File: config.mk
export PLATFORM = sky130hd
export DESIGN_NAME = mux_sel_scheduler
export DESIGN_NICKNAME = d
export VERILOG_FILES = /design/src/rtl/mux_sel_scheduler.sv
export SDC_FILE = /design/constraint.sdc
export NUM_CORES = 1
export LEC_CHECK = 0
export ABC_AREA = 0
export BUFFER_PORTS_ARGS = -buffer_cell sky130_fd_sc_hd__buf_2
export CORE_MARGIN = 2
export CORE_UTILIZATION = 50
export CTS_CLUSTER_DIAMETER = 50
export CTS_CLUSTER_SIZE = 30
export DETAILED_ROUTE_END_ITERATION = 10
export PLACE_DENSITY = 0.75
export SLEW_MARGIN = 20
export SYNTH_ARGS = -nofsm -noshare
export SYNTH_HDL_FRONTEND = slang
export SYNTH_SLANG_ARGS = --single-unit
File: constraint.sdc
create_clock -name clk -period 2.2 [get_ports clk]
set_input_delay 0.44 -clock clk [delete_from_list [all_inputs] [get_ports clk]]
set_output_delay 0.44 -clock clk [all_outputs]
set_load 0.02 [all_outputs]
File: src/rtl/mux_sel_scheduler.sv
// Round-robin select generator for a 4:1 mux: dwell-limited grants with a break-before-make gap.
// Optional macro MUX_SEL_LOCK_EN adds a lock input that holds the current grant past dwell expiry.
module mux_sel_scheduler #(
  parameter int unsigned DWELL_CYCLES = 8,
  parameter int unsigned GAP_CYCLES   = 1
) (
  input  logic       clk,
  input  logic       rst_n,
  input  logic       enable,
  input  logic [3:0] req,
`ifdef MUX_SEL_LOCK_EN
  input  logic       lock,
`endif
  output logic [1:0] sel,
  output logic       sel_valid,
  output logic [3:0] grant,
  output logic       switch_pulse
);

  localparam int unsigned DWELL_W = 8;
  localparam int unsigned GAP_W   = 4;
  localparam logic [DWELL_W-1:0] DWELL_LOAD = DWELL_W'(DWELL_CYCLES - 1);
  localparam logic [GAP_W-1:0]   GAP_LOAD   = (GAP_CYCLES > 0) ? GAP_W'(GAP_CYCLES - 1) : '0;
  localparam bit                 GAP_EN     = (GAP_CYCLES != 0);

  typedef enum logic [1:0] {
    ST_IDLE  = 2'd0,
    ST_GRANT = 2'd1,
    ST_GAP   = 2'd2
  } state_t;

  state_t             r_state, w_state;
  logic [1:0]         r_sel, w_sel;
  logic               r_sel_valid, w_sel_valid;
  logic [3:0]         r_grant, w_grant;
  logic               r_switch_pulse, w_switch_pulse;
  logic [1:0]         r_last, w_last;
  logic [DWELL_W-1:0] r_dwell, w_dwell;
  logic [GAP_W-1:0]   r_gap, w_gap;

  logic               w_arb_found;
  logic [1:0]         w_arb_idx;
  logic               w_lock_hold;
  logic               w_release;
  logic               w_try_arb;

`ifdef MUX_SEL_LOCK_EN
  assign w_lock_hold = lock && enable && req[r_sel];
`else
  assign w_lock_hold = 1'b0;
`endif

  // Round-robin search starting after the last winner; lowest offset wins.
  always_comb begin
    logic [1:0] w_cand;
    w_arb_found = |req;
    w_arb_idx   = r_last;
    for (int i = 4; i >= 1; i--) begin
      w_cand = r_last + 2'(i);
      if (req[w_cand]) w_arb_idx = w_cand;
    end
  end

  assign w_release = ((r_dwell == '0) && !w_lock_hold) || !req[r_sel] || !enable;

  // Next-state and registered-output logic.
  always_comb begin
    w_state        = r_state;
    w_sel          = r_sel;
    w_sel_valid    = r_sel_valid;
    w_grant        = r_grant;
    w_switch_pulse = 1'b0;
    w_last         = r_last;
    w_dwell        = r_dwell;
    w_gap          = r_gap;
    w_try_arb      = 1'b0;

    case (r_state)
      ST_IDLE: w_try_arb = 1'b1;
      ST_GRANT: begin
        if (w_release) begin
          if (GAP_EN) begin
            w_sel_valid = 1'b0;
            w_grant     = 4'b0000;
            w_gap       = GAP_LOAD;
            w_state     = ST_GAP;
          end else begin
            w_try_arb = 1'b1;
          end
        end else if (r_dwell != '0) begin
          w_dwell = r_dwell - DWELL_W'(1);
        end
      end
      ST_GAP: begin
        if (r_gap == '0) w_try_arb = 1'b1;
        else             w_gap = r_gap - GAP_W'(1);
      end
      default: w_state = ST_IDLE;
    endcase

    // Arbitration point shared by IDLE, gap expiry and zero-gap release.
    if (w_try_arb) begin
      if (enable && w_arb_found) begin
        w_sel          = w_arb_idx;
        w_last         = w_arb_idx;
        w_grant        = 4'b0001 << w_arb_idx;
        w_sel_valid    = 1'b1;
        w_switch_pulse = 1'b1;
        w_dwell        = DWELL_LOAD;
        w_state        = ST_GRANT;
      end else begin
        w_sel_valid = 1'b0;
        w_grant     = 4'b0000;
        w_state     = ST_IDLE;
      end
    end
  end

  always_ff @(posedge clk or negedge rst_n) begin
    if (!rst_n) begin
      r_state        <= ST_IDLE;
      r_sel          <= 2'd0;
      r_sel_valid    <= 1'b0;
      r_grant        <= 4'b0000;
      r_switch_pulse <= 1'b0;
      r_last         <= 2'd3;
      r_dwell        <= '0;
      r_gap          <= '0;
    end else begin
      r_state        <= w_state;
      r_sel          <= w_sel;
      r_sel_valid    <= w_sel_valid;
      r_grant        <= w_grant;
      r_switch_pulse <= w_switch_pulse;
      r_last         <= w_last;
      r_dwell        <= w_dwell;
      r_gap          <= w_gap;
    end
  end

  assign sel          = r_sel;
  assign sel_valid    = r_sel_valid;
  assign grant        = r_grant;
  assign switch_pulse = r_switch_pulse;

endmodule

# Word-level counts from Yosys, hierarchy flattened
# Cells that the tools add are included.
[word_totals] ff_bits=24 out_inout_bits=8
[op_classes] n_addsub=5 order_cmp=4 eq_ne=6 shift=1 muxes=33 reduce_logical=18
[ops] operator="8-bit two-way mux" count=5
[ops] operator="4-bit two-way mux" count=5
[ops] operator="2-bit by 3-bit < comparator with 1-bit output (second input constant)" count=4
[ops] operator="1-bit two-way mux" count=11
[ops] operator="2-bit two-way mux" count=5
[ops] operator="1-bit binary-select mux with 2-bit select" count=4
[ops] operator="8-bit logical NOT" count=1
[ops] operator="4-bit one-hot mux with 2 select lines" count=1
[ops] operator="8-bit nonzero test" count=1
[ops] operator="8-bit by 1-bit subtractor with 8-bit output (second input constant)" count=1
[ops] operator="2-bit AND reduction" count=3
[ops] operator="2-bit nonzero test" count=3
[ops] operator="2-bit adder (second input constant)" count=2
[ops] operator="4-bit logical NOT" count=1
[ops] operator="2-bit inequality test (second input constant)" count=2
[ops] operator="2-bit one-hot mux with 2 select lines" count=1
[ops] operator="4-bit OR reduction" count=1
[ops] operator="1-bit by 2-bit << shifter with 4-bit output (first input constant)" count=1
[ops] operator="4-bit by 1-bit subtractor with 4-bit output (second input constant)" count=1
[ops] operator="3-bit inequality test (second input constant)" count=1
[ops] operator="3-bit AND reduction" count=1
[ops] operator="2-bit by 1-bit adder with 2-bit output (second input constant)" count=1
[ops] operator="2-bit by 1-bit equality test with 1-bit output (second input constant)" count=1
[ops] operator="2-bit equality test (second input constant)" count=1
[ops] operator="7 further kinds" count=9

# Logic depth before layout (Yosys ltp)
[logic_depth] ltp_word=9 depth_mapped=8

# Worst setup path before layout
# No wires, ideal clock.
[synth_timing] path_kind="register -> register" start="register r_gap[0]" end="register r_sel[0], in the netlist sel[0]" setup_time_ps=125 arrival_time_ps=1903 required_time_ps=2075 path_slack_ps=172 stages_incl_launch_ff=7 period_less_slack_ps=2028 path_cell_list="dfrtp_1 -> inv_1 -> ha_1 -> or3b_4 -> a2111o_1 -> clkinv_2 -> mux2_2"
[synth_between] elab_chain_cells=4
[synth_lines] item="from (decl)" line_no="39" rtl="logic [GAP_W-1:0] r_gap, w_gap;"
[synth_lines] item="from (signal assigned)" line_no="137" rtl="r_gap <= w_gap;"
[synth_lines] item="4-bit logical NOT" line_no="95" rtl="if (r_gap == '0) w_try_arb = 1'b1;"
[synth_lines] item="1-bit two-way mux" line_no="95"
[synth_lines] item="1-bit one-hot mux with 2 select lines" line_no="78" rtl="case (r_state)"
[synth_lines] item="2-bit AND reduction (no source line)"
[synth_lines] item="to (signal assigned)" line_no="131" rtl="r_sel <= w_sel;"
[synth_lines] item="to (decl)" line_no="33" rtl="logic [1:0] r_sel, w_sel;"
# No other way between the ends.
# A chain may end at the register's enable or synchronous reset.

# Final worst setup path
# Same ends and word-level chain as after synthesis.

==> flow_metrics.py <==
metrics = {
    "status": {
        "status": "complete, no violations",
    },
    "synthesis": {
        "avgSynthCellArea_um2": 10.7,
        "syn_inst": 115,
        "yosysSeqAreaShare_pct": 48.9,
        "synth_top_area_share_pct": 44.6,
        "ys_warn_count": 0,
        "synth-seq-cells": 24,
        "synthDistinctLibCells": 44,
        "yosys-top-cells-area": "dfrtp_1 (45%), dfstp_2 (4.3%), ha_1 (4.1%)",
        "synth_area_mm2": 0.00123,
        "syn-num-nets": 126,
        "synth_top_cell_by_area": "dfrtp_1",
    },
    "final_layout": {
        "num_antenna_cells": 0,
        "drive_gt1_share_pct": 25.4,
        "layout_commonest_cell": "dfrtp_1",
        "nets": 146,
        "multi_input_area_um2": 588,
        "fill_cells": 187,
        "layout_common_cells": "dfrtp_1 (22), buf_2 (14), nand2_1 (11)",
        "regArea_um2": 603,
        "fin_area_mm2": 0.00140,
        "area_delta_synth_final_pct": 13.4,
    },
    "pwr": {
        "leakagePower_nw": 0.661,
        "cellPowerDensity_mw_per_mm2": 993,
        "vdd_drop_max_uv": 791,
    },
    "timing": {
        "tightestPinTransition_ns": 0.528,
        "slew_viol_final": 0,
        "fmax_ghz": 0.489,
        "fin_crit_ns": 2.04,
        "skew_ns": 0.00899,
        "slew_headroom_pct": 64.8,
        "fin_hold_ws_ns": 0.0676,
        "hold_violations": 0,
        "layout_worst_path_cycle_share_pct": 92.9,
        "rsz0062_at_grt": "false",
        "timing.setup.tns_ns": 0,
        "worst_slack_ns": 0.157,
        "setup_viol": 0,
    },
    "clock_tree": {
        "cts.sinks": 24,
        "insertion_delay_ns": 0.32,
        "clk_pin_slew_worst_paths_ns": 0.14,
        "tritoncts": "done",
        "cts_buffer_depth": 2,
        "root_buffer": "clkbuf_4",
        "htreeDepth": 1,
        "cts_setup_buffers": 0,
        "numCtsBuffers": 3,
    },
    "worst_setup_path": {
        "regToRegEndpoint": "sel[0]$_DFFE_PN0P_",
        "cp-end-kind": "flip-flop",
        "path_cells": "inv_1 -> ha_1 -> or3b_4 -> a2111o_1 -> clkinv_2 -> mux2_2",
        "r2r_start": "r_gap[0]$_DFFE_PN0P_",
        "crit_type": "reg2reg",
        "reg2regPathDepth": 6,
        "crit_arrival_ns": 2.26,
        "cpLargestDelayFamily": "compound AO/OA/AOI/OAI gates",
        "path_max_fanout": 5,
        "max_stage_delay_ns": 0.43,
        "reg2reg_slack_ns": 0.16,
        "crit_required_ns": 2.42,
        "path_buf_inv": 2,
        "worst_path_max_delay_cell": "a2111o_1",
        "crit_path_start_kind": "flip-flop",
    },
    "die": {
        "row_count": 17,
        "start_util_pct": 54.2,
        "io_pins": 15,
        "dieHeight_um": 53.7,
        "die_x_um": 53.7,
        "die_area_mm2": 0.00288,
        "core_area_mm2": 0.00228,
    },
    "routing": {
        "postRouteAntennaNets": 0,
        "vias_per_cell": 5.89,
        "drc": 0,
        "via_count": 954,
        "wirelength_mm": 2.49,
        "firstDrtPassIters": 4,
        "wl_per_cell_um": 15.3,
        "drtIter0Drc": 25,
    },
    "placement": {
        "placed_area_mm2": 0.00135,
        "port_buffers": 14,
        "gp_congestion": 0.840,
        "pre_cts_ws_ns": 0.128,
        "dp.final_hpwl_mm": 1.79,
    },
    "min_path": {
        "hp-class": "in2async",
    },
    "global_route": {
        "grt_pass1_wl_mm": 4.16,
        "grt.overflow.total": 0,
        "antenna_found_initial": 0,
        "grt_max_degree": 25,
        "grt_pass1_vias": 888,
        "gr-usage-all-layers_pct": 20.5,
    },
    "run": {
        "drv_cap": 0,
    },
}
## timing repair
item / in CTS / in global routing
resized for setup: 0 / 0
endpoints found under the setup margin: 0 / 2
hold buffers: 0 / 0
## cell families after synthesis
family                     synth area share, %
and+or+nand+nor                           19.3
buffers and inverters                     3.45
adders and majority gates                 4.06
DFF                                       48.9
muxes                                     5.27
xor gates and xnor gates                  2.84
AOI/OAI and AO/OA                         16.2
## worst register-to-register path, delay by kind of cell (launching register included)
family / cells / cell delay, ns
simple gates: 1 / 0.40
compound gates: 1 / 0.43
flops: 1 / 0.40
mux: 1 / 0.33
fa+ha+maj: 1 / 0.16
buf+inv: 2 / 0.23
## through the flow
step | util, % | std cells | total power, mW
global placement | 59.2 | 158 | 1.05
detailed placement | 59.2 | 158 | 1.07
floorplan | - | 115 | 0.925
finish | 61.5 | 162 | 1.39
global route | 61.5 | 162 | 1.46
CTS | 61.5 | 162 | 1.40
## power breakdown
group | total [mW] | leakage, nW | internal [mW] | switching [mW]
sequential | 0.631 | 0.303 | 0.541 | 0.0900
clock | 0.321 | 0.0279 | 0.184 | 0.137
combinational | 0.438 | 0.330 | 0.178 | 0.259
total | 1.39 | 0.661 | 0.903 | 0.486
## state kept, by name, indices dropped and copies added (netlist names)
register and count:
grant 4, sel_valid 1, r_last 2, r_dwell 8, switch_pulse 1, r_gap 4
r_state 2, sel 2
## how the worst max path moves through the flow
stage                               startpoint                  to  slack (ns)  depth (start not counted)
final                     r_gap[0]$_DFFE_PN0P_  sel[0]$_DFFE_PN0P_        0.16                          6
after global routing      r_gap[0]$_DFFE_PN0P_  sel[0]$_DFFE_PN0P_        0.04                          6
after floorplan           r_gap[0]$_DFFE_PN0P_  sel[0]$_DFFE_PN0P_        0.17                          6
after global placement    r_gap[0]$_DFFE_PN0P_  sel[0]$_DFFE_PN0P_        0.20                          6
after detailed placement  r_gap[0]$_DFFE_PN0P_  sel[0]$_DFFE_PN0P_        0.13                          6
after CTS                 r_gap[0]$_DFFE_PN0P_  sel[0]$_DFFE_PN0P_        0.11                          6
## cell usage after synthesis, drive strengths merged
cell,n
nand2,11
nand4,2
and3b,1
a22o,1
a2111o,1
mux2i,2
nand2b,3
nand3,1
mux2,2
or3b,2
clkinv,1
o2bb2ai,2
dfrtp,22
dfstp,2
nor2,5
nor4,2
nand3b,1
o21ai,4
o211a,1
buf,1
or2,2
o31ai,3
xor2,3
nor3,4
a21oi,8
ha,4
or3,2
clkbuf,1
a32o,1
inv,6
a21o,2
nor2b,1
o211ai,1
a31o,1
mux4,1
or4,5
a32oi,1
xnor2,1
o2111ai,1
## metal layers
metal | share of wire (%) | global-route usage, % | vias up
li1 | - | - | 463
met1 | 45 | 27.5 | 464
met2 | 49 | 32.1 | 22
met3 | 4.1 | 2.78 | 5
met4 | 1.9 | 10.7 | 0
met5 | 0 | 0 | -
## layout make-up
type | instances | share of cell area, %
flip-flops and latches | 24 | 43.1
inverters | 7 | 1.97
clock inverters | 1 | 2.15
well taps | 28 | 2.50
multi-input cells | 82 | 42.0
repair buffers | 17 | 6.62
clock buffers | 3 | 1.61
No activity file was read; power rests on OpenSTA's default activity.
